[src/rtl/ram_fifo_pkg.sv]
// Shared defaults and types for the RAM-backed ready/valid FIFO controller.
package ram_fifo_pkg;

   localparam int DEF_DATA_W = 72;
   localparam int DEF_ADDR_W = 2;
   localparam int DEF_DEPTH  = 2 ** DEF_ADDR_W;

   // Output stage: either the registered RAM read data holds a live word or it does not.
   typedef enum logic {
      OUT_EMPTY = 1'b0,
      OUT_VALID = 1'b1
   } out_state_t;

endpackage

[src/rtl/fifo_ptr_cnt.sv]
// Write/read pointers and resident-word count for the RAM-backed FIFO.
// Writes and reads never coincide, so the count moves by at most one per cycle.
module fifo_ptr_cnt #(
   parameter int ADDR_W = ram_fifo_pkg::DEF_ADDR_W
) (
   input  logic              clk,
   input  logic              rst_n,
   input  logic              wr_acc,
   input  logic              rd_issue,
   output logic [ADDR_W-1:0] wr_ptr,
   output logic [ADDR_W-1:0] rd_ptr,
   output logic [ADDR_W:0]   mem_cnt
);

   logic [ADDR_W-1:0] wr_ptr_q, wr_ptr_d;
   logic [ADDR_W-1:0] rd_ptr_q, rd_ptr_d;
   logic [ADDR_W:0]   cnt_q, cnt_d;

   // Next-state: pointers wrap naturally at DEPTH, count follows the single active op.
   always_comb begin
      wr_ptr_d = wr_ptr_q;
      rd_ptr_d = rd_ptr_q;
      cnt_d    = cnt_q;
      if (wr_acc) begin
         wr_ptr_d = wr_ptr_q + 1'b1;
         cnt_d    = cnt_q + 1'b1;
      end
      if (rd_issue) begin
         rd_ptr_d = rd_ptr_q + 1'b1;
         cnt_d    = cnt_q - 1'b1;
      end
   end

   // State registers with synchronous active-low reset.
   always_ff @(posedge clk) begin
      if (!rst_n) begin
         wr_ptr_q <= '0;
         rd_ptr_q <= '0;
         cnt_q    <= '0;
      end else begin
         wr_ptr_q <= wr_ptr_d;
         rd_ptr_q <= rd_ptr_d;
         cnt_q    <= cnt_d;
      end
   end

   assign wr_ptr  = wr_ptr_q;
   assign rd_ptr  = rd_ptr_q;
   assign mem_cnt = cnt_q;

endmodule

[src/rtl/ram_fifo_ctrl.sv]
// Ready/valid FIFO controller driving a single-port synchronous RAM.
// Reads take priority over writes; the RAM's registered read data is the output
// stage, so a read is only issued when that stage is free or being drained.
module ram_fifo_ctrl
   import ram_fifo_pkg::*;
#(
   parameter int DATA_W = DEF_DATA_W,
   parameter int ADDR_W = DEF_ADDR_W
) (
   input  logic              clk,
   input  logic              rst_n,
   input  logic              in_valid,
   input  logic [DATA_W-1:0] in_data,
   output logic              in_ready,
   output logic              out_valid,
   output logic [DATA_W-1:0] out_data,
   input  logic              out_ready,
   output logic [ADDR_W-1:0] ram_addr,
   output logic [DATA_W-1:0] ram_data,
   output logic              ram_enb,
   output logic              ram_wr,
   input  logic [DATA_W-1:0] ram_rdata,
   output logic [ADDR_W:0]   mem_cnt,
   output logic              full,
   output logic              empty
);

   localparam logic [ADDR_W:0] DEPTH_CNT = (ADDR_W + 1)'(2 ** ADDR_W);

   out_state_t        state_q, state_d;
   logic [ADDR_W-1:0] wr_ptr, rd_ptr;
   logic              rd_issue, wr_acc;

   fifo_ptr_cnt #(.ADDR_W(ADDR_W)) u_ptr_cnt (
      .clk      (clk),
      .rst_n    (rst_n),
      .wr_acc   (wr_acc),
      .rd_issue (rd_issue),
      .wr_ptr   (wr_ptr),
      .rd_ptr   (rd_ptr),
      .mem_cnt  (mem_cnt)
   );

   // Port arbitration: read whenever RAM has data and the output stage can take it.
   always_comb begin
      rd_issue = (mem_cnt != '0) && ((state_q == OUT_EMPTY) || out_ready);
      full     = (mem_cnt == DEPTH_CNT);
      in_ready = !full && !rd_issue;
      wr_acc   = in_valid && in_ready;
      ram_enb  = rd_issue || wr_acc;
      ram_wr   = wr_acc;
      ram_addr = rd_issue ? rd_ptr : wr_ptr;
   end

   // Output-stage next state: a read always refills it, a take without refill empties it.
   always_comb begin
      state_d = state_q;
      unique case (state_q)
         OUT_EMPTY: if (rd_issue) state_d = OUT_VALID;
         OUT_VALID: if (out_ready && !rd_issue) state_d = OUT_EMPTY;
         default:   state_d = OUT_EMPTY;
      endcase
   end

   // Output-stage register; reset drops any word held in the RAM read register.
   always_ff @(posedge clk) begin
      if (!rst_n) state_q <= OUT_EMPTY;
      else        state_q <= state_d;
   end

   assign out_valid = (state_q == OUT_VALID);
   assign out_data  = ram_rdata;
   assign ram_data  = in_data;
   assign empty     = (mem_cnt == '0) && !out_valid;

endmodule

[config.mk]
export PLATFORM = sky130hd
export DESIGN_NAME = ram_fifo_ctrl
export DESIGN_NICKNAME = d
export VERILOG_FILES = /design/src/rtl/ram_fifo_pkg.sv /design/src/rtl/fifo_ptr_cnt.sv /design/src/rtl/ram_fifo_ctrl.sv
export SDC_FILE = /design/constraint.sdc
export NUM_CORES = 1
export LEC_CHECK = 0
export CAP_MARGIN = 15
export CORE_AREA = 2 2 118 120
export CTS_CLUSTER_DIAMETER = 120
export CTS_CLUSTER_SIZE = 20
export DETAILED_ROUTE_END_ITERATION = 12
export DIE_AREA = 0 0 120 122
export DONT_BUFFER_PORTS = 1
export GPL_TIMING_DRIVEN = 0
export PLACE_DENSITY_LB_ADDON = 0.1
export SLEW_MARGIN = 20
export SYNTH_ARGS = -nofsm -noshare
export SYNTH_HDL_FRONTEND = slang
export SYNTH_SLANG_ARGS = --single-unit
[constraint.sdc]
create_clock -name clk -period 3.3 [get_ports clk]
set_input_delay 0.66 -clock clk [delete_from_list [all_inputs] [get_ports clk]]
set_output_delay 0.66 -clock clk [all_outputs]
set_load 0.005 [all_outputs]
==> metrics.md, run 1 <==
| Metric | Value |
|---|---|
| Outcome | `completed` |
| Post-DR vias/cell | `2.96` |
| Post-CTS Setup Inserts | `0` |
| Layout cell share with drive strength beyond 1 | `73.3%` |
| Mean post-synth cell area | `about 7.7 um^2` |
| Worst hold margin | `around 0.47 ns` |
| Cells after synthesis | `roughly 200` |
| Core area | `between 10000 and 15000 um^2` |
| Worst relative slew slack | `between 70% and 80%` |
| Post-Syn Nets | `352` |
| Syn. warnings | `0` |
| Worst hold path class | `register to register` |
| Area grow syn2layout | `19.3%` |
| Clock slew seen by the registers of the worst setup and hold paths | `about 0.040 ns` |
| WL final | `just over 4000 um` |
| Die footprint | `~15000 um^2` |
| Clk_lat worst skew | `around 0.23 ns` |
| Clock tree from TritonCTS | `yes` |
| Initial Util | `a little under an eighth` |
| CTS H-Tree Depth | `1` |
| Area of the multi-input gates | `between 200 and 300 um^2` |
| Drt drc | `0` |
| Yosys reg bits | `8` |
| GRT Util Overall | `around 4.2%` |
| Root Buffer | `clkbuf_16` |
| Routed Antenna Nets | `0` |
| DRT Pass-1 Iters | `2` |
| CP endpoint kind | `primary output` |
| DP HPWL | `roughly 3800 um` |
| Final setup TNS | `0 ns` |
| Slew Limit Fails | `0` |
| Yosys top cell by area | `buf_4` |
| Remaining Overflow, GRT | `0` |
| Post-synth top area share | `roughly 70%` |
| # setup viols final | `0` |
| Iter 0 DRT Violations | `20` |
| Sink Count | `8` |
| Post-DR wirelength/cell | `around 11 um` |
| Crit-path max cell delay | `0.46 ns` |
| Crit-path cells | `or3_4 > and2_4 > o21ai_0` |
| Clk_skew | `~0.0008 ns` |
| # hold bufs at CTS | `0` |
| Diode count | `0` |
| Max-Cap Viols | `0` |
| Fill cells | `~1500` |
| Worst EP required | `2.64 ns` |
| Critical path data arrival time | `1.56 ns` |
| Largest net degree at the start of global routing | `11` |
| Mapped cell area | `between 1500 and 2000 um^2` |
| Netlist cell types | `28` |
| First-pass GRT wire length | `between 4000 and 5000 um` |
| Crit start category | `register` |
| Sequential area share after synthesis | `10.3%` |
| Nets | `between 300 and 400` |
| Crit path max-delay cell type | `or3_4` |
| Vias | `about 1100` |
| Initial antenna violation count | `0` |
| Hold Fails Final Rpt | `0` |
| Fmax | `between 0.4 and 0.5 GHz` |
| Chip height | `roughly 120 um` |
| # resized after CTS | `0` |
| CP Class | `register to primary output` |
| Port Buffers | `0` |
| Pwr per Cell Area | `~420 nW/um^2` |
| Sequential standard cell area | `approximately 160 um^2` |
| Die W | `~120 um` |
| Final Critical Period | `2.22 ns` |
| Unrepaired setup endpoints after global routing | `false` |
| LEAKAGE | `0.920 nW` |
| Clock buffer count from CTS | `3` |
| Tcrit/Tclk final | `67.4%` |
| Maximum clock insertion buffer count | `2` |
| Peak supply drop | `between 0.0002 and 0.00025 V` |
| Number of global-route vias before repair | `around 800` |
| Worst-path fanout max | `7` |
| Routability Congestion | `just under 0.7` |
| Slew of the pin with the lowest slew margin | `between 0.4 and 0.5 ns` |
| Io pins | `between 300 and 400` |
| Largest cells by area after synthesis | `buf_4 (70%), dfxtp_1 (10%), nand2_1 (1.7%)` |
| # rows | `43` |
## per-stage QoR
stage	util (%)	std cells	power (mW)	setup WS, ns	instance area [um^2]
4_1_cts	13.7	386	0.797	0.990	1860
2_1_floorplan	-	203	0.492	1.12	1560
3_3_place_gp	13.2	383	0.596	0.886	1780
5_1_grt	13.7	386	0.847	0.980	1860
6_report	13.7	386	0.770	1.08	1860
3_5_place_dp	13.2	383	0.585	0.898	1780
## critical path, delay by kind of cell, from the launching register on
kind	cells	cell delay, ns
simple gates	2	0.65
compound gates	1	0.30
flops	1	0.38
## routing by layer
metal	vias to the layer above	share of wire (%)	GRT usage, %	wire (um)
met5	-	0	0	0
met1	493	25	3.34	1050
met2	151	57	8.88	2360
met3	2	17	2.48	699
met4	0	0.27	0.662	11
li1	496	-	-	-
## path summary, 6_finish.rpt
| check | from | endpoint | slack (ns) | cells after the start |
|---|---|---|---|---|
| worst max-delay path | u_ptr_cnt.mem_cnt[2] | ram_addr[0] | 1.08 | 3 |
| worst max register to register | u_ptr_cnt.mem_cnt[1] | u_ptr_cnt.mem_cnt[2] | 1.18 | 7 |
| worst min register to register | u_ptr_cnt.wr_ptr[1] | u_ptr_cnt.wr_ptr[1] | 0.47 | 2 |
| worst min-delay path | u_ptr_cnt.wr_ptr[1] | u_ptr_cnt.wr_ptr[1] | 0.47 | 2 |
## registers in the layout, indices dropped and copies added, names as in the netlist
name               count
u_ptr_cnt.wr_ptr       2
u_ptr_cnt.rd_ptr       2
out_valid              1
u_ptr_cnt.mem_cnt      3
## cell usage in the layout, fill, tap and decap left out, types with 2 or more instances in the layout
cell type | netlist | layout
nand3b_1 | 2 | 2
xnor2_1 | 2 | 2
a21oi_1 | 3 | 3
clkbuf_16 | 0 | 3
buf_4 | 144 | 144
nand2b_1 | 2 | 2
and2_1 | 4 | 4
o311a_1 | 2 | 2
nand3_1 | 2 | 2
o21ai_0 | 4 | 4
inv_1 | 3 | 3
nor2_1 | 5 | 5
dfxtp_1 | 8 | 8
nand2_1 | 7 | 7
## power breakdown
part	internal (mW)	switching, mW
logic	0.211	0.182
registers	0.130	0.0443
clock network	0.156	0.0473
## cells by family (layout without fill, tap and decap cells)
kind of cell / Yosys count / after routing / synth area share (%)
buf+inv: 150 / 153 / 71.0
simple gates: 29 / 29 / 10.5
compound gates: 12 / 12 / 5.15
flops: 8 / 8 / 10.3
xor+xnor: 2 / 2 / 1.13
fa+ha+maj: 1 / 1 / 1.29
mux: 1 / 1 / 0.644
## Yosys cell counts
cell and instances:
nor2_1 5, nand4_1 1, nand3b_1 2, clkbuf_1 1, or3_4 1, and3_1 1
and2_1 4, o21ai_2 1, dfxtp_1 8, o31a_1 1, and2_4 1, buf_4 144
nand2b_1 2, nand2_1 7, o21a_1 1, a21oi_1 3, mux2i_1 1, inv_1 3
buf_1 1, nor4b_1 1, o21ai_0 4, xnor2_1 2, clkinv_2 1, nor2b_1 1
fa_1 1, nor3b_1 1, nand3_1 2, o311a_1 2
## final cells by class
cell class	instances	area share [%]
buffer	146	58.7
clock buffer	3	4.05
inverter	4	0.877
multi-input combinational	45	15.6
sequential	8	8.63
tap	180	12.1
Power figures use the tool's default switching activity.
==> run 2: changes to the inputs <==
Clock period 3.3 ns to 1.81 ns, I/O delays scaled along.
==> metrics.md, run 2 (synthesized netlist as in run 1, its figures left out) <==
| Metric | Value |
|---|---|
| Outcome | `finished with violations` |
| Failing checks | `negative setup slack` |
| Crit start category | `register` |
| Worst hold path class | `primary input to register` |
| # hold bufs at CTS | `0 (unchanged)` |
| Worst relative slew slack | `67.7% (-2.8 points)` |
| Metal3 WL | `679 um (-2.9%)` |
| Chip height | `122 um (unchanged)` |
| Pwr per Cell Area | `832 nW/um^2 (+100%)` |
| Critical path data arrival time | `1.98 ns (+0.42 ns)` |
| LEAKAGE | `0.979 nW (+6.4%)` |
| Vias | `1184 (+3.7%)` |
| Die footprint | `14600 um^2 (unchanged)` |
| # setup viols final | `4 (+4)` |
| First-pass GRT wire length | `4840 um (+6.5%)` |
| GRT Util Overall | `4.43% (+0.19 points)` |
| Highest metal used | `met4` |
| Max reg flops | `3 (unchanged)` |
| Routability Congestion | `0.676 (-1.4%)` |
| Drt drc | `0 (unchanged)` |
| Clk_lat worst skew | `0.23 ns (about the same)` |
| CP endpoint kind | `register` |
| Core Util, Final | `14.6% (+0.87 points)` |
| Core area | `13500 um^2 (unchanged)` |
| Most frequent cells in the layout | `buf_4 (152), nor2_1 (5), dfxtp_1 (5)` |
| Switching pwr | `0.571 mW (+110%)` |
| Slew of the pin with the lowest slew margin | `0.485 ns (+0.0426 ns)` |
| Int Pwr | `1.07 mW (+120%)` |
| Remaining Overflow, GRT | `0 (unchanged)` |
| Die W | `120 um (unchanged)` |
| Hold Fails Final Rpt | `0 (unchanged)` |
| Maximum clock insertion buffer count | `2 (unchanged)` |
| Setup WS post-layout | `-0.0474 ns (-1.12 ns)` |
| Net switching fraction of the power | `34.8% (-0.79 points)` |
| Port Buffers | `0 (unchanged)` |
| Unrepaired setup endpoints after global routing | `true` |
| Fill cells | `1531 (-0.91%)` |
| # rows | `43 (unchanged)` |
| Post-DR wirelength/cell | `10.6 um (-0.82%)` |
| Combinational share of power | `56.9% (+5.9 points)` |
| Crit path max-delay cell type | `or3_4` |
| DRT Pass-1 Iters | `3 (+1)` |
| Worst EP required | `1.93 ns (-0.71 ns)` |
| Crit-path max cell delay | `0.38 ns (-0.08 ns)` |
| Crit-path cells | `or3_4 > and2_4 > clkinv_4 > fa_2 > nand3b_1 > buf_4 > a21oi_1 > o31a_1` |
| WL final | `4170 um (+1.2%)` |
| Max-Cap Viols | `0 (unchanged)` |
| Clock tree from TritonCTS | `yes` |
| Hold wc startpoint | `out_ready` |
| Diode count | `0 (unchanged)` |
| Share of power burned in registers | `20.5% (-2.1 points)` |
| Cell count of the worst reg-to-reg path | `8 (+1)` |
| Sink Count | `8 (unchanged)` |
| Root Buffer | `clkbuf_16` |
| Worst-path fanout max | `7 (unchanged)` |
| FF-to-FF Start | `u_ptr_cnt.mem_cnt[2]` |
| Worst hold path depth | `2 (unchanged)` |
| Nets | `365 (+2.2%)` |
| Slew Limit Fails | `0 (unchanged)` |
| Most common cell after layout, fill and taps aside | `buf_4` |
| Layout cell share with drive strength beyond 1 | `79.0% (+5.7 points)` |
| Area grow syn2layout | `26.9%` |
| Largest net degree at the start of global routing | `11 (unchanged)` |
| Post-DR vias/cell | `3.01 (+1.6%)` |
| Critical Path Start | `u_ptr_cnt.mem_cnt[2]` |
| Tcrit/Tclk final | `103%` |
| CTS H-Tree Depth | `1 (unchanged)` |
| Peak supply drop | `0.000325 V (+56%)` |
| Fmax | `between 0.5 and 0.6 GHz` |
| CP Class | `register to register` |
| Number of global-route vias before repair | `872 (+12%)` |
| Clk_skew | `0.00192 ns (+0.00110 ns)` |
| Final Critical Period | `1.86 ns` |
| DP HPWL | `3740 um (-0.40%)` |
| Setup slack, reg-to-reg | `-0.05 ns (-1.23 ns)` |
| Initial Util | `11.5% (unchanged)` |
| Initial antenna violation count | `0 (unchanged)` |
| Routed Antenna Nets | `0 (unchanged)` |
| Io pins | `303 (unchanged)` |
| Reg-to-Reg End | `u_ptr_cnt.mem_cnt[2]` |
| Worst hold margin | `0.429 ns (-0.0438 ns)` |
| Worst setup endpoint | `u_ptr_cnt.mem_cnt[2]` |
| Clock buffer count from CTS | `3 (unchanged)` |
| Metal2 WL | `2430 um (+2.8%)` |
| Clock power share | `22.6% (-3.8 points)` |
| M1 WL | `1020 um (-3.0%)` |
| Iter 0 DRT Violations | `25 (+25%)` |
| Clock slew seen by the registers of the worst setup and hold paths | `0.04 ns (about the same)` |
==> run 2: cell count changes in the layout (fill, tap and decap cells not counted), sizes merged <==
cell,previous run,this run
buf,145,153
==> run 2: power by group through the flow <==
stage          Clock [mW]  Combinational (mW)  Sequential, mW
6_report            0.372               0.934           0.336
3_3_place_gp            0               0.758           0.337
3_5_place_dp            0               0.747           0.333
2_1_floorplan           0               0.610           0.303
5_1_grt             0.396                1.03           0.357
4_1_cts             0.386               0.845           0.338
==> run 2: per-layer routing <==
layer,vias to the layer above,GRT usage (%)
li1,517,-
met1,508,3.77
met2,154,8.91
met3,5,1.92
met4,0,1.76
met5,-,0
==> run 2: worst max-delay path: cells and delay by family (launching register included) <==
kind,cells,cell delay [ns]
buffers and inverters,2,0.16
and+or+nand+nor,3,0.70
DFF,1,0.36
AOI/OAI and AO/OA,2,0.31
adders and majority gates,1,0.21
==> run 2: how the worst min path moves through the flow <==
stage                          end  slack, ns
5_1_grt                  out_valid       0.45
3_3_place_gp   u_ptr_cnt.wr_ptr[1]       0.47
3_5_place_dp   u_ptr_cnt.wr_ptr[1]       0.47
2_1_floorplan  u_ptr_cnt.wr_ptr[1]       0.45
6_report                 out_valid       0.43
4_1_cts                  out_valid       0.42
==> run 2: metrics by stage <==
stage / setup TNS [ns] / setup slack [ns] / total power [mW] / std cells / instance area, um^2
after CTS: -0.194 / -0.0977 / 1.57 / 389 / 1910
after floorplan: 0 / 0.0448 / 0.913 / 203 / 1570
after detailed placement: -0.308 / -0.167 / 1.08 / 383 / 1790
final: -0.0836 / -0.0474 / 1.64 / 394 / 1970
after global routing: -0.490 / -0.147 / 1.79 / 394 / 1970
after global placement: -0.314 / -0.178 / 1.09 / 383 / 1790
==> run 2: timing repair <==
item / in CTS / in global routing
buffers inserted: 3 / 5
setup endpoints to repair: 4 / 6
cloned: 0 / 0
pin swaps: 3 / 4
gates resized for setup: 9 / 5
==> run 2: layout make-up <==
cell class | count | area, um^2 | share of cell area (%)
inverters | 4 | 20.0 | 1.01
repair buffers | 8 | 60.1 | 3.04
well taps | 180 | 225 | 11.4
clock buffers | 3 | 75.1 | 3.80
multi-input cells | 45 | 333 | 16.9
plain buffers | 146 | 1090 | 55.2
flip-flops and latches | 8 | 171 | 8.69
